**config.mk**
```make
export PLATFORM = sky130hd
export DESIGN_NAME = wb_trace_buffer
export DESIGN_NICKNAME = d
export VERILOG_FILES = /design/src/rtl/wb_trace_buffer_pkg.sv /design/src/rtl/wb_trace_buffer_trace_fifo.sv /design/src/rtl/wb_trace_buffer.sv
export SDC_FILE = /design/constraint.sdc
export NUM_CORES = 1
export LEC_CHECK = 0
export ABC_AREA = 1
export BUFFER_PORTS_ARGS = -buffer_cell sky130_fd_sc_hd__buf_2
export CELL_PAD_IN_SITES_DETAIL_PLACEMENT = 2
export CELL_PAD_IN_SITES_GLOBAL_PLACEMENT = 2
export CORE_ASPECT_RATIO = 1.2
export CORE_MARGIN = 2
export CORE_UTILIZATION = 44
export CTS_CLUSTER_DIAMETER = 200
export DETAILED_ROUTE_END_ITERATION = 8
export PLACE_DENSITY = 0.82
export SLEW_MARGIN = 0
export SYNTH_ARGS = -nofsm -noshare
export SYNTH_HDL_FRONTEND = slang
export SYNTH_SLANG_ARGS = --single-unit
```
**constraint.sdc**
```tcl
create_clock -name iw_clk -period 6.2 [get_ports iw_clk]
set_input_delay 0.62 -clock iw_clk [delete_from_list [all_inputs] [get_ports iw_clk]]
set_output_delay 0.62 -clock iw_clk [all_outputs]
set_load 0.02 [all_outputs]
```
**src/rtl/wb_trace_buffer_pkg.sv**
```systemverilog
// Shared definitions for the retire-trace buffer: FSM state encodings and counter widths.
package wb_trace_buffer_pkg;

    typedef enum logic [1:0] {
        StIdle    = 2'd0,
        StArmed   = 2'd1,
        StCapture = 2'd2
    } trace_state_e;

    // Width of the per-retire sequence number stored with every entry.
    localparam int unsigned SEQ_W = 16;

    // Width of the optional free-running cycle counter.
    localparam int unsigned TS_W = 32;

endpackage

```
**src/rtl/wb_trace_buffer_trace_fifo.sv**
```systemverilog
// trace_fifo: circular FIFO with show-ahead read, full/empty flags and registered occupancy.
// A push while full is ignored unless a pop happens in the same cycle.
module trace_fifo #(
    parameter int unsigned WIDTH = 8,
    parameter int unsigned DEPTH = 16,
    localparam int unsigned AW = $clog2(DEPTH)
) (
    input  logic             clk,
    input  logic             rst_n,
    input  logic             flush,
    input  logic             push,
    input  logic             pop,
    input  logic [WIDTH-1:0] wr_data,
    output logic [WIDTH-1:0] rd_data,
    output logic             full,
    output logic             empty,
    output logic [AW:0]      count
);

    logic [WIDTH-1:0] mem [DEPTH];
    logic [AW-1:0]    wr_ptr_q;
    logic [AW-1:0]    rd_ptr_q;
    logic [AW:0]      count_q;
    logic             do_push;
    logic             do_pop;

    assign full    = (count_q == (AW+1)'(DEPTH));
    assign empty   = (count_q == '0);
    assign count   = count_q;
    assign do_pop  = pop && !empty;
    // A full FIFO still accepts a push when the head leaves in the same cycle.
    assign do_push = push && (!full || do_pop);
    assign rd_data = mem[rd_ptr_q];

    // Pointer and occupancy state; flush empties the FIFO synchronously.
    always_ff @(posedge clk or negedge rst_n) begin
        if (!rst_n) begin
            wr_ptr_q <= '0;
            rd_ptr_q <= '0;
            count_q  <= '0;
        end else if (flush) begin
            wr_ptr_q <= '0;
            rd_ptr_q <= '0;
            count_q  <= '0;
        end else begin
            if (do_push) begin
                wr_ptr_q <= wr_ptr_q + AW'(1);
            end
            if (do_pop) begin
                rd_ptr_q <= rd_ptr_q + AW'(1);
            end
            case ({do_push, do_pop})
                2'b10:   count_q <= count_q + (AW+1)'(1);
                2'b01:   count_q <= count_q - (AW+1)'(1);
                default: count_q <= count_q;
            endcase
        end
    end

    // Storage array; contents are don't-care after reset so it carries no reset.
    always_ff @(posedge clk) begin
        if (do_push && !flush) begin
            mem[wr_ptr_q] <= wr_data;
        end
    end

endmodule

```
**src/rtl/wb_trace_buffer.sv**
```systemverilog
// wb_trace_buffer: retire-trace capture buffer behind the WB stage. Arm/trigger FSM,
// sequence counter, overflow tracking and a show-ahead drain port.
// Optional feature macro TRACE_TIMESTAMP_EN adds a 32-bit cycle counter, per-entry
// timestamp storage and the or_tstamp output.
module wb_trace_buffer
    import wb_trace_buffer_pkg::*;
#(
    parameter int unsigned PC_W    = 24,
    parameter int unsigned INSTR_W = 24,
    parameter int unsigned DATA_W  = 24,
    parameter int unsigned DEPTH   = 16
) (
    input  logic                       iw_clk,
    input  logic                       iw_rst_n,
    input  logic                       iw_wb_valid,
    input  logic [PC_W-1:0]            iw_wb_pc,
    input  logic [INSTR_W-1:0]         iw_wb_instr,
    input  logic [DATA_W-1:0]          iw_wb_result,
    input  logic                       iw_arm,
    input  logic                       iw_trig_en,
    input  logic [PC_W-1:0]            iw_trig_pc,
    input  logic                       iw_clear,
    input  logic                       iw_ready,
    output logic                       or_valid,
    output logic [PC_W-1:0]            or_pc,
    output logic [INSTR_W-1:0]         or_instr,
    output logic [DATA_W-1:0]          or_result,
    output logic [SEQ_W-1:0]           or_seq,
    output logic [$clog2(DEPTH):0]     or_count,
`ifdef TRACE_TIMESTAMP_EN
    output logic [TS_W-1:0]            or_tstamp,
`endif
    output logic                       or_overflow,
    output logic [1:0]                 or_state
);

    localparam int unsigned BASE_W = PC_W + INSTR_W + DATA_W + SEQ_W;
`ifdef TRACE_TIMESTAMP_EN
    localparam int unsigned ENTRY_W = BASE_W + TS_W;
`else
    localparam int unsigned ENTRY_W = BASE_W;
`endif
    localparam int unsigned CNT_W = $clog2(DEPTH) + 1;

    trace_state_e       state_q;
    trace_state_e       state_d;
    logic               capture;
    logic [SEQ_W-1:0]   seq_q;
    logic [SEQ_W-1:0]   seq_inc;
    logic               overflow_q;
    logic [ENTRY_W-1:0] wr_entry;
    logic [ENTRY_W-1:0] rd_entry;
    logic               fifo_full;
    logic               fifo_empty;
    logic [CNT_W-1:0]   fifo_count;
    logic               pop;

    // The stored sequence number includes the retire being recorded, so the first is 1.
    assign seq_inc = seq_q + SEQ_W'(1);
    assign pop     = !fifo_empty && iw_ready;

    // FSM state register.
    always_ff @(posedge iw_clk or negedge iw_rst_n) begin
        if (!iw_rst_n) begin
            state_q <= StIdle;
        end else begin
            state_q <= state_d;
        end
    end

    // Next state and push request; clear overrides everything and discards a push.
    always_comb begin
        state_d = state_q;
        capture = 1'b0;
        case (state_q)
            StIdle: begin
                if (iw_arm) begin
                    state_d = StArmed;
                end
            end
            StArmed: begin
                if (!iw_trig_en) begin
                    state_d = StCapture;
                end else if (iw_wb_valid && (iw_wb_pc == iw_trig_pc)) begin
                    // The matching instruction is the first one captured.
                    state_d = StCapture;
                    capture = 1'b1;
                end
            end
            StCapture: begin
                capture = iw_wb_valid;
            end
            default: begin
                state_d = StIdle;
            end
        endcase
        if (iw_clear) begin
            state_d = StIdle;
            capture = 1'b0;
        end
    end

    // Retire sequence counter: counts every retire regardless of FSM state.
    always_ff @(posedge iw_clk or negedge iw_rst_n) begin
        if (!iw_rst_n) begin
            seq_q <= '0;
        end else if (iw_clear) begin
            seq_q <= '0;
        end else if (iw_wb_valid) begin
            seq_q <= seq_inc;
        end
    end

    // Sticky overflow: a capture was dropped because the FIFO was full and not draining.
    always_ff @(posedge iw_clk or negedge iw_rst_n) begin
        if (!iw_rst_n) begin
            overflow_q <= 1'b0;
        end else if (iw_clear) begin
            overflow_q <= 1'b0;
        end else if (capture && fifo_full && !pop) begin
            overflow_q <= 1'b1;
        end
    end

`ifdef TRACE_TIMESTAMP_EN
    logic [TS_W-1:0] cyc_q;

    // Free-running cycle counter, zeroed by clear.
    always_ff @(posedge iw_clk or negedge iw_rst_n) begin
        if (!iw_rst_n) begin
            cyc_q <= '0;
        end else if (iw_clear) begin
            cyc_q <= '0;
        end else begin
            cyc_q <= cyc_q + TS_W'(1);
        end
    end

    assign wr_entry = {cyc_q, seq_inc, iw_wb_result, iw_wb_instr, iw_wb_pc};
`else
    assign wr_entry = {seq_inc, iw_wb_result, iw_wb_instr, iw_wb_pc};
`endif

    trace_fifo #(
        .WIDTH (ENTRY_W),
        .DEPTH (DEPTH)
    ) u_fifo (
        .clk     (iw_clk),
        .rst_n   (iw_rst_n),
        .flush   (iw_clear),
        .push    (capture),
        .pop     (pop),
        .wr_data (wr_entry),
        .rd_data (rd_entry),
        .full    (fifo_full),
        .empty   (fifo_empty),
        .count   (fifo_count)
    );

    // Head-entry fields, forced to zero while the FIFO is empty.
    always_comb begin
        or_pc     = '0;
        or_instr  = '0;
        or_result = '0;
        or_seq    = '0;
`ifdef TRACE_TIMESTAMP_EN
        or_tstamp = '0;
`endif
        if (!fifo_empty) begin
            or_pc     = rd_entry[0 +: PC_W];
            or_instr  = rd_entry[PC_W +: INSTR_W];
            or_result = rd_entry[PC_W + INSTR_W +: DATA_W];
            or_seq    = rd_entry[PC_W + INSTR_W + DATA_W +: SEQ_W];
`ifdef TRACE_TIMESTAMP_EN
            or_tstamp = rd_entry[BASE_W +: TS_W];
`endif
        end
    end

    assign or_valid    = !fifo_empty;
    assign or_count    = fifo_count;
    assign or_overflow = overflow_q;
    assign or_state    = state_q;

endmodule

```
==> results of run 1 <==
cell usage in the layout, fill, tap and decap left out, types with 3 or more instances in the layout:
master / n
o21ai_0: 643
o21ai_1: 88
dfrtp_4: 4
clkinv_2: 28
clkinv_1: 33
o221ai_1: 248
bufinv_16: 11
a21oi_1: 94
nand3_1: 91
buf_2: 199
inv_1: 79
dfrtp_1: 28
edfxtp_1: 1408
nor3_1: 3
clkbuf_16: 153
nand4_1: 4
xnor2_1: 5
diode_2: 5
clkbuf_1: 31
nor2_4: 17
o22ai_1: 110
clkinvlp_4: 6
xor2_1: 13
buf_12: 23
buf_4: 46
ha_1: 13
nor2_1: 730
inv_6: 13
o211ai_1: 104
nand2_1: 113
flip-flops by register name, summed over array words and instances, names as in the netlist:
register	flops
u_fifo.mem	1408
seq_q	16
u_fifo.count	5
u_fifo.rd_ptr_q	4
u_fifo.wr_ptr_q	4
or_state	2
or_overflow	1
layer usage:
layer	track usage (%)	vias up	routed length, µm
met5	0	-	61
met4	15.8	8	9540
met1	40.5	21200	84200
met3	4.25	521	12900
li1	-	15900	-
met2	57.1	2062	112000
logic make-up (layout without fill, tap and decap cells):
| logic type | count (synthesis) | count (layout) | synth area share, % |
|---|---|---|---|
| flops | 1440 | 1440 | 76.0 |
| compound gates | 1289 | 1289 | 13.7 |
| simple gates | 963 | 963 | 6.64 |
| buf+inv | 388 | 628 | 2.95 |
| xor+xnor | 20 | 20 | 0.309 |
| fa+ha+maj | 14 | 14 | 0.322 |
| other cells | 0 | 5 | 0 |
how the worst min path moves through the flow:
stage,from,slack (ps),to
6_report,iw_clear,190,u_fifo.rd_ptr_q[2]
5_1_grt,iw_wb_instr[3],190,u_fifo.mem[8][27]
4_1_cts,iw_clear,140,u_fifo.rd_ptr_q[2]
3_5_place_dp,seq_q[14],550,seq_q[14]
3_3_place_gp,seq_q[15],490,seq_q[15]
2_1_floorplan,iw_rst_n,320,or_overflow
layout make-up:
type	instances	area, µm²
clock buffers	185	3960
clock inverters	88	748
diodes	5	12.5
well taps	1679	2100
flip-flops and latches	1440	43100
inverters	86	362
multi-input cells	2286	12000
repair buffers	269	1810
fillers	11800	64000
worst max-delay path, cell delays in order (launching register included):
cell	delay, ps
dfrtp_4	1040
buf_4	900
o21ai_0	430
o22ai_1	280
o211ai_1	130
a21oi_1	560
buf_2	270
metrics by stage:
stage / area, µm² / std cells / utilization [%] / hold WS [ps]
finish: 64100 / 6038 / 50.1 / 188
global route: 64100 / 6036 / 50.1 / 195
CTS: 64100 / 6032 / 50.0 / 138
detailed placement: 59400 / 5758 / 46.4 / 555
global placement: 59400 / 5758 / 46.4 / 489
floorplan: 56700 / 4114 / - / 324
power breakdown:
part           switching (mW)  leakage [nW]  internal, mW
Clock                    4.18          2.30          5.02
Sequential             0.0978          13.3          10.7
Combinational            4.16          5.26          1.27
==> metrics.csv, run 1 <==
metric;value;unit
status;finished clean;
die footprint;132000;µm²
Final Max Tran Viols;0;
initial DRC count;4465;
synth cell count leaders;1408 x edfxtp_1, 746 x nor2_1, 643 x o21ai_0;
H-tree depth;4;
Synth Register Bits;1440;
Worst Path Required;5580;ps
critical path class;reg -> out;
Setup crit end;or_seq[11];
Final Hold Violating Endpoints;0;
layout cells sized above 1;11.7;%
area share of the leading cell type in the synthesized netlist;74.6;%
first-pass GRT wire length;315;mm
Hold Crit Class;in -> reg;
Pwr Total;25.4;mW
largest net degree at the start of global routing;292;
Synth Flop Type;edfxtp_1;
routed len/inst;36.2;µm
most common cell in the netlist;edfxtp_1;
Vias;39700;
GRT Total Usage;32.7;%
Post-synth EDFFs;1408;
Synth cell types;33;
post-synth top area cell;edfxtp_1;
PwrDens;396;nW/µm²
post-CTS setup buffer count;0;
mapped cell area;56700;µm²
Critical Path Fanout Max;79;
Final TNS setup;0;ps
Setup crit end kind;primary output;
nets@finish;4349;
worst skew pair latency;820;ps
vias in the first global route;43400;
I/O pin count;200;
Root Buffer;clkbuf_16;
worst path arrival time;4590;ps
maximum VDD drop;0.000337;V
Hold-fix buffers, CTS;1;
FMAX;192;MHz
CTS tree;yes;
post-synthesis sequential area ratio;76.0;%
CTS buffer count;149;
Worst setup startpoint;u_fifo.rd_ptr_q[1];
Routed Antenna Nets;0;
Reg2Reg Capture Point;u_fifo.mem[1][61];
total gr overflow;0;
post-synthesis cell count;4114;
Rel. slew slack;9.82;%
LEAKAGE;20.8;nW
Clock Skews;47.8;ps
yosys warns;0;
drt first pass iters;5;
# DRC;0;
# setup viols final;0;
clock transition at the registers of the reported paths;60;ps
core area;128000;µm²
Syn Nets;4231;
chip width;332;µm
port bufs;199;
Total Routed Length;219;mm
Synth area leaders;edfxtp_1 75%, o21ai_0 5.7%, nor2_1 4.9%;
Register-to-Register Path Depth;11;
final worst setup slack;990;ps
fin crit share;84.0;%
RePlAce Congestion;0.738;
Post-Place Worst Slack;1570;ps
Post-synth ARST share;2.22;%
RR Startpoint;or_state[1];
crit path time final;5210;ps
synthesized area per cell;13.8;µm²
Area growth, synth to finish;13.2;%
drt via density;6.57;
clock buffer depth;3;
Worst Max-Slew Pin Slew;1350;ps
maxcap violations;0;
post-CTS sizing;0;
clk sinks;1440;
r2r setup slk;2460;ps
Die Y;397;µm
Worst setup SP type;flop;
Min-Delay Path Depth;3;
Rows;144;
initial antenna violation count;8;
starting density of the core;44.2;%
estimated wirelength of the detail-placed design;109;mm
RSZ-0062 raised after global routing;false;
Power figures use the tool's default switching activity.
==> run 2, diff against run 1 <==
==> constraint.sdc (replaced) <==
create_clock -name iw_clk -period 5.3 [get_ports iw_clk]
set_input_delay 0.53 -clock iw_clk [delete_from_list [all_inputs] [get_ports iw_clk]]
set_output_delay 0.53 -clock iw_clk [all_outputs]
set_load 0.02 [all_outputs]
==> run 2 against run 1 <==
  * First-iteration DRC count is 1.1% lower
  * Hold slack got worse by 65 ps
  * Final cell count stayed put
==> metrics.csv, run 2 (synthesis gave the netlist of run 1 again) <==
metric;value;unit;change
status;finished clean;;
FMAX;208;MHz;
CTS buffer count;149;;unchanged
total gr overflow;0;;unchanged
first-pass GRT wire length;309;mm;-2.1%
Setup crit end kind;primary output;;
starting density of the core;44.2;%;unchanged
register with the most flip-flops;u_fifo.mem;;
Reg power frac;43.0;%;+0.5 points
RSZ-0062 raised after global routing;false;;
H-tree depth;4;;unchanged
drt first pass iters;5;;unchanged
Worst Path Required;4770;ps;-810 ps
port bufs;199;;unchanged
worst skew pair latency;790;ps;-30 ps
Hold Slack;123;ps;-64.7 ps
post-CTS sizing;0;;unchanged
Final Hold Violating Endpoints;0;;unchanged
net switching power;9.52;mW;+13%
# DRC;0;;unchanged
layout cells sized above 1;11.5;%;-0.23 points
maxcap violations;0;;unchanged
core area;128000;µm²;unchanged
Total Routed Length;214;mm;-2.3%
Area growth, synth to finish;13.0;%;
RePlAce Congestion;0.753;;+2.1%
Critical Path Fanout Max;225;;+180%
CP cell instances;inv_16, buf_4, nor2_1, o221ai_1, o211ai_1, a21oi_1, buf_2;;
initial DRC count;4418;;-1.1%
RR Startpoint;or_state[1];;
Hold-fix buffers, CTS;1;;unchanged
final worst setup slack;491;ps;-498 ps
I/O pin count;200;;unchanged
Rel. slew slack;6.16;%;-3.7 points
Vias;39100;;-1.5%
r2r setup slk;1950;ps;-510 ps
Register-to-Register Path Depth;11;;unchanged
max reg flops;1408;;unchanged
nets@finish;4356;;+0.16%
Pwr Total;29.3;mW;+15%
most common cell after layout, fill and taps aside;edfxtp_1;;
worst-path cell with the longest stage delay;dfrtp_4;;
Worst setup SP type;flop;;
Hold Crit Class;in -> reg;;
clock buffer depth;3;;unchanged
Die Y;397;µm;unchanged
chip width;332;µm;unchanged
maximum VDD drop;0.000304;V;-10%
P_int;19.8;mW;+17%
Post-Place Worst Slack;986;ps;-581 ps
drt via density;6.47;;-1.5%
Worst Max-Slew Pin Slew;1400;ps;+50.2 ps
critical path class;reg -> out;;
clock network fraction of total power;35.6;%;-0.6 points
Final Max Tran Viols;0;;unchanged
Fill cells;11900;;+0.93%
worst path arrival time;4280;ps;-310 ps
final core occ;50.0;%;-0.092 points
LEAKAGE;20.8;nW;-0.32%
post-CTS setup buffer count;0;;unchanged
Rows;144;;unchanged
# setup viols final;0;;unchanged
clock transition at the registers of the reported paths;70;ps;about the same
CTS tree;yes;;
crit path time final;4810;ps;
clk sinks;1440;;unchanged
PwrDens;458;nW/µm²;+16%
Sw Share;32.5;%;-0.72 points
fin crit share;90.7;%;
Setup crit end;or_instr[4];;
estimated wirelength of the detail-placed design;113;mm;+3.6%
initial antenna violation count;11;;+3
Logic pwr share;21.4;%;about the same
Worst path max stage delay;710;ps;-330 ps
commonest non-fill, non-tap cells in the layout;1408 x edfxtp_1, 730 x nor2_1, 643 x o21ai_0;;
GRT Total Usage;32.2;%;-0.56 points
Clock Skews;22.7;ps;-25.1 ps
die footprint;132000;µm²;unchanged
routed len/inst;35.4;µm;-2.3%
vias in the first global route;42900;;-1.3%
Reg2Reg Capture Point;u_fifo.mem[6][53];;
Worst setup startpoint;u_fifo.rd_ptr_q[0];;
largest net degree at the start of global routing;236;;-19%
Routed Antenna Nets;0;;unchanged
Root Buffer;clkbuf_16;;
-- run 2: cell types whose count changed in the layout (fill, tap and decap cells not counted), moves of 2 or more --
cell | previous run | this run
clkinvlp_4 | 6 | 2
inv_6 | 13 | 4
clkinv_2 | 28 | 25
clkbuf_1 | 31 | 38
clkbuf_16 | 153 | 156
buf_12 | 23 | 19
xor2_2 | 2 | 0
xor2_1 | 13 | 15
buf_4 | 46 | 57
bufinv_16 | 11 | 8
-- run 2: worst min-delay path by stage --
stage	startpoint	to	slack, ps	depth (start not counted)
after floorplan	iw_rst_n	or_overflow	230	0
after CTS	iw_clear	u_fifo.rd_ptr_q[2]	90	3
after global routing	iw_clear	u_fifo.rd_ptr_q[2]	130	3
after global placement	seq_q[15]	seq_q[15]	490	2
final	iw_clear	u_fifo.rd_ptr_q[2]	120	3
after detailed placement	seq_q[15]	seq_q[15]	500	2
-- run 2: power groups by stage --
stage,logic (mW),clock network (mW),registers [mW]
after floorplan,3.67,0,12.8
after global placement,5.62,0,12.8
after detailed placement,6.04,0,12.9
after CTS,6.24,10.5,12.6
after global routing,6.67,10.8,12.6
final,6.27,10.4,12.6
-- run 2: layout make-up --
type                       instances  area (µm²)  area share (%)
antenna                            6        15.0          0.0235
clock buffer                     195        4060            6.34
clock inverter                    70         539           0.842
inverter                          86         362           0.565
multi-input combinational       2286       12000            18.8
sequential                      1440       43100            67.3
tap                             1679        2100            3.28
timing repair buffer             276        1810            2.83
-- run 2: metal layers --
metal / part of all wire, % / vias to the layer above / routed length [µm] / GRT usage [%]
met5: 0.0098 / - / 21 / 0
met4: 4.3 / 4 / 9170 / 15.3
met3: 6.0 / 491 / 12800 / 4.62
met2: 51 / 1819 / 110000 / 56.1
met1: 38 / 20900 / 81800 / 39.6
li1: - / 15900 / - / -
-- run 2: critical path, delay by kind of cell (launching register included) --
kind	cells	cell delay, ps
and+or+nand+nor	1	120
DFF	1	710
AOI/OAI and AO/OA	3	870
buffers and inverters	3	1330
-- run 2: stage by stage --
step / setup TNS (ps) / std cells / instance area [µm²]
after floorplan: -547910 / 4114 / 56700
after global placement: 0 / 5766 / 59400
after detailed placement: 0 / 5766 / 59400
after CTS: 0 / 6032 / 64000
after global routing: 0 / 6037 / 64000
final: 0 / 6038 / 64000
